<file path="config.mk">
export PLATFORM = sky130hd
export DESIGN_NAME = std_mem_d1_arb
export DESIGN_NICKNAME = d
export VERILOG_FILES = /design/src/rtl/std_mem_d1_arb.sv
export SDC_FILE = /design/constraint.sdc
export NUM_CORES = 1
export LEC_CHECK = 0
export ABC_AREA = 1
export BUFFER_PORTS_ARGS = -buffer_cell sky130_fd_sc_hd__clkbuf_2
export CORE_ASPECT_RATIO = 1.1
export CORE_MARGIN = 3
export CORE_UTILIZATION = 40
export CTS_BUF_LIST = sky130_fd_sc_hd__clkbuf_8
export CTS_CLUSTER_SIZE = 25
export DETAILED_ROUTE_END_ITERATION = 8
export GPL_TIMING_DRIVEN = 0
export HOLD_SLACK_MARGIN = 0.12
export PLACE_DENSITY = 0.68
export SYNTH_ARGS = -nofsm -noshare
export SYNTH_HDL_FRONTEND = slang
export SYNTH_SLANG_ARGS = --single-unit
export TNS_END_PERCENT = 30
</file>
<file path="constraint.sdc">
create_clock -name clk -period 6.9 [get_ports clk]
set_input_delay 0.69 -clock clk [delete_from_list [all_inputs] [get_ports clk]]
set_output_delay 0.69 -clock clk [all_outputs]
set_load 0.005 [all_outputs]
</file>
<file path="src/rtl/std_mem_d1_arb.sv">
// Round-robin arbiter sharing one std_mem_d1 between two go/done requesters.
// One access in flight at a time; operands are latched at grant.
//
// state | meaning
// IDLE  | sample go inputs and grant one requester
// READ  | present latched address, capture memory read data for owner
// WRITE | drive mem_write_en for exactly one cycle
// WAIT  | hold until the memory reports done
// RESP  | pulse the owner's done
module std_mem_d1_arb #(
  parameter int WIDTH    = 32,
  parameter int IDX_SIZE = 4
) (
  input  logic                clk,
  input  logic                reset,
  input  logic                req0_go,
  input  logic [IDX_SIZE-1:0] req0_addr,
  input  logic [WIDTH-1:0]    req0_write_data,
  input  logic                req0_write_en,
  output logic [WIDTH-1:0]    req0_read_data,
  output logic                req0_done,
  input  logic                req1_go,
  input  logic [IDX_SIZE-1:0] req1_addr,
  input  logic [WIDTH-1:0]    req1_write_data,
  input  logic                req1_write_en,
  output logic [WIDTH-1:0]    req1_read_data,
  output logic                req1_done,
  output logic [IDX_SIZE-1:0] mem_addr0,
  output logic [WIDTH-1:0]    mem_write_data,
  output logic                mem_write_en,
  input  logic [WIDTH-1:0]    mem_read_data,
  input  logic                mem_done
);

  localparam logic [2:0] IDLE  = 3'd0;
  localparam logic [2:0] READ  = 3'd1;
  localparam logic [2:0] WRITE = 3'd2;
  localparam logic [2:0] WAIT  = 3'd3;
  localparam logic [2:0] RESP  = 3'd4;

  logic [2:0]          state;
  logic                owner;
  logic                prio;
  logic [IDX_SIZE-1:0] lat_addr;
  logic [WIDTH-1:0]    lat_data;
  logic                lat_we;

  logic                any_go;
  logic                win;

  // A lone requester wins outright; prio only breaks ties.
  always_comb begin
    any_go = req0_go | req1_go;
    win    = (req0_go && req1_go) ? prio : req1_go;
  end

  always_ff @(posedge clk or posedge reset) begin
    if (reset) begin
      state          <= IDLE;
      owner          <= 1'b0;
      prio           <= 1'b0;
      lat_addr       <= '0;
      lat_data       <= '0;
      lat_we         <= 1'b0;
      req0_read_data <= '0;
      req1_read_data <= '0;
    end else begin
      unique case (state)
        IDLE: begin
          if (any_go) begin
            owner    <= win;
            prio     <= ~win;
            lat_addr <= win ? req1_addr       : req0_addr;
            lat_data <= win ? req1_write_data : req0_write_data;
            lat_we   <= win ? req1_write_en   : req0_write_en;
            state    <= (win ? req1_write_en : req0_write_en) ? WRITE : READ;
          end
        end
        READ: begin
          if (owner) req1_read_data <= mem_read_data;
          else       req0_read_data <= mem_read_data;
          state <= RESP;
        end
        WRITE: state <= WAIT;
        WAIT: begin
          if (mem_done) state <= RESP;
        end
        RESP:    state <= IDLE;
        default: state <= IDLE;
      endcase
    end
  end

  assign mem_addr0      = lat_addr;
  assign mem_write_data = lat_data;
  assign mem_write_en   = (state == WRITE);
  assign req0_done      = (state == RESP) && !owner;
  assign req1_done      = (state == RESP) && owner;

endmodule

</file>
==> results_dict.tcl <==
set metrics [dict create \
    nets 826 \
    core_mm2 0.01096 \
    track_usage_pct 21.69 \
    cts_hold_buf 0 \
    period_minus_slack_ns 1.973 \
    drt_iter0_markers 256 \
    dp_cells 851 \
    synthTopCellsByCount "dfrtp_1 (105), nand3_1 (79), nand2_1 (72)" \
    grt_pass1_vias 4569 \
    cpPeakStageDelay_ns 0.46 \
    maxCapViolations 0 \
    fin_setup_tns_ns 0 \
    yosysTopAreaCell "dfrtp_1" \
    crit_required_ns 6.21 \
    die_h_um 117.4 \
    period_share_pct 28.60 \
    status "finished clean" \
    syn_inst 490 \
    final-max-slew-violation-count 0 \
    finalClockSkew_ns 0.01046 \
    cts_buffers 9 \
    rows 40 \
    synth_area_mm2 0.004513 \
    rsz0062_at_grt "false" \
    slew_headroom_pct 64.17 \
    die_x_um 107.3 \
    synthesis.nets 601 \
    io_pins 214 \
    synth_warnings 0 \
    cts_root_buf "clkbuf_8" \
    antenna_found_initial 0 \
    placement.io_buffers 213 \
    min_path_type "input port to async pin" \
    final_hold_viol_count 0 \
    synth.top_cell.area_share_pct 58.22 \
    insertion_delay_ns 0.36 \
    p_leak_nw 3.235 \
    p_per_area_mw_per_mm2 447.6 \
    synth_edf_count 0 \
    post_drt_wl_per_cell_um 15.70 \
    ys_seq_area_share_pct 58.22 \
    final_layout_size_suffix_gt1_share_pct 37.41 \
    stdcell_count 866 \
    place_ws_ns 4.994 \
    dr.pass1.iters 4 \
    postCtsSetupBuffers 0 \
    start_util_pct 41.18 \
    place_congestion 0.8009 \
    peakVddDrop_mv 0.1984 \
    worst_slack_ns 4.927 \
    globalRouteOverflowTotal 0 \
    grt_max_degree 67 \
    cp_slowest_cell "dfrtp_1" \
    hpwl_um 10400 \
    r2r_slack_ns 5.39 \
    critPathCaptureType "output port" \
    syn_avg_cell_area_um2 9.210 \
    n_antenna_cell 0 \
    synth.most_common_cell "dfrtp_1" \
    crit_fanout 4 \
    async_reset_ff_share_pct 100.0 \
    cts_buffer_depth 2 \
    areaGrowthSynthToFinish_pct 33.07 \
    startpoint_type "flip-flop" \
    synth-main-ff-cell "dfrtp_1" \
    crit_arrival_ns 1.28 \
    yosys_register_bits 105 \
    wl_um 13590 \
    synthTopCellsByArea "dfrtp_1 (58%), nand3_1 (8.8%), o21ai_1 (7.4%), nand2_1 (6.0%), nand4_1 (5.0%)" \
    path_cells "nor3_1 > clkbuf_2" \
    vias 4486 \
    setup_violations 0 \
    clkSlewWorstSetupHoldPaths_ns 0.10 \
    cts_tree "done" \
    drc 0 \
    grt_pass1_wl_um 22230 \
    fmax_mhz 506.8 \
    synth.distinct_cells 21 \
    cts.sinks 105 \
    ant_nets 0 \
    crit_type "flip-flop to output port" \
    post_cts_resize_count 0 \
    htree_levels 3 \
    worst_slew_pin_slew_ns 0.5375 \
    avgViaCountPerCell 5.180 \
    fill_cells 1039 \
    die-area_mm2 0.01259 \
]
layout by cell type (no fill, tap or decap), types with 2 or more instances in the layout:
cell type	count
clkbuf_2	214
dfrtp_1	105
nand3_1	79
nand2_1	72
o21ai_1	67
inv_1	39
nand4_1	36
o21ai_0	35
buf_2	22
clkbuf_8	12
clkbuf_1	9
buf_6	5
nor2_1	5
inv_2	3
nor2_4	2
buf_4	2
nand3_4	2
where the power goes:
part	switching [mW]	internal, mW
combinational	0.674	0.510
sequential	0.175	0.925
clock	0.206	0.198
total	1.06	1.63
worst max-delay path: cells and delay by family, from the launching register on:
kind / cells / cell delay (ns)
buffers and inverters: 1 / 0.17
DFF: 1 / 0.46
and+or+nand+nor: 1 / 0.29
layer usage:
metal	global-route usage, %	up-vias	part of all wire [%]	wire, um
li1	-	2115	-	-
met2	35.99	217	49	6682
met3	5.504	21	9.0	1220
met1	26.91	2133	40	5396
met5	0	-	0	0
met4	8.553	0	2.2	294
cell type report:
cell class                 instances  area [um^2]  area share (%)
buffer                            40        224.0           3.729
clock buffer                      12        165.2           2.750
clock inverter                     3        47.55          0.7917
inverter                          43        163.9           2.729
multi-input combinational        302         1500           24.98
sequential                       105         2628           43.75
tap                              147        183.9           3.062
timing repair buffer             214         1094           18.21
path summary, 6_finish.rpt:
kind	startpoint	to	cells after the start
worst max-delay path	state[2]$_DFFE_PP0P_	mem_write_en	2
worst min-delay path	reset	mem_write_data[26]$_DFFE_PP0P_	2
max in group asynchronous	reset	req1_read_data[26]$_DFFE_PP0P_	3
worst max register to register	state[2]$_DFFE_PP0P_	mem_write_data[31]$_DFFE_PP0P_	6
min in group clk	req1_read_data[6]$_DFFE_PP0P_	req1_read_data[6]$_DFFE_PP0P_	2
worst min register to register	req1_read_data[6]$_DFFE_PP0P_	req1_read_data[6]$_DFFE_PP0P_	2
metrics by stage:
step	utilization [%]	hold slack, ns	area, um^2	power, mW
2_1_floorplan	-	0.4763	4513	1.753
3_3_place_gp	52.58	0.4660	5763	2.261
3_5_place_dp	52.85	0.4758	5793	2.308
4_1_cts	54.79	0.3615	6006	2.718
5_1_grt	54.79	0.3831	6006	2.917
6_report	54.79	0.3503	6006	2.688
registers in the layout, indices dropped and copies added (netlist names):
name / flops
mem_addr0: 4
mem_write_data: 32
owner: 1
prio: 1
req0_read_data: 32
req1_read_data: 32
state: 3
kinds of logic (layout without fill, tap and decap cells):
family	count (synthesis)	after routing	synth area share, %
AOI/OAI and AO/OA	103	103	11.42
buffers and inverters	83	312	8.539
DFF	105	105	58.22
and+or+nand+nor	199	199	21.82
(Power assumes the default switching activity.)
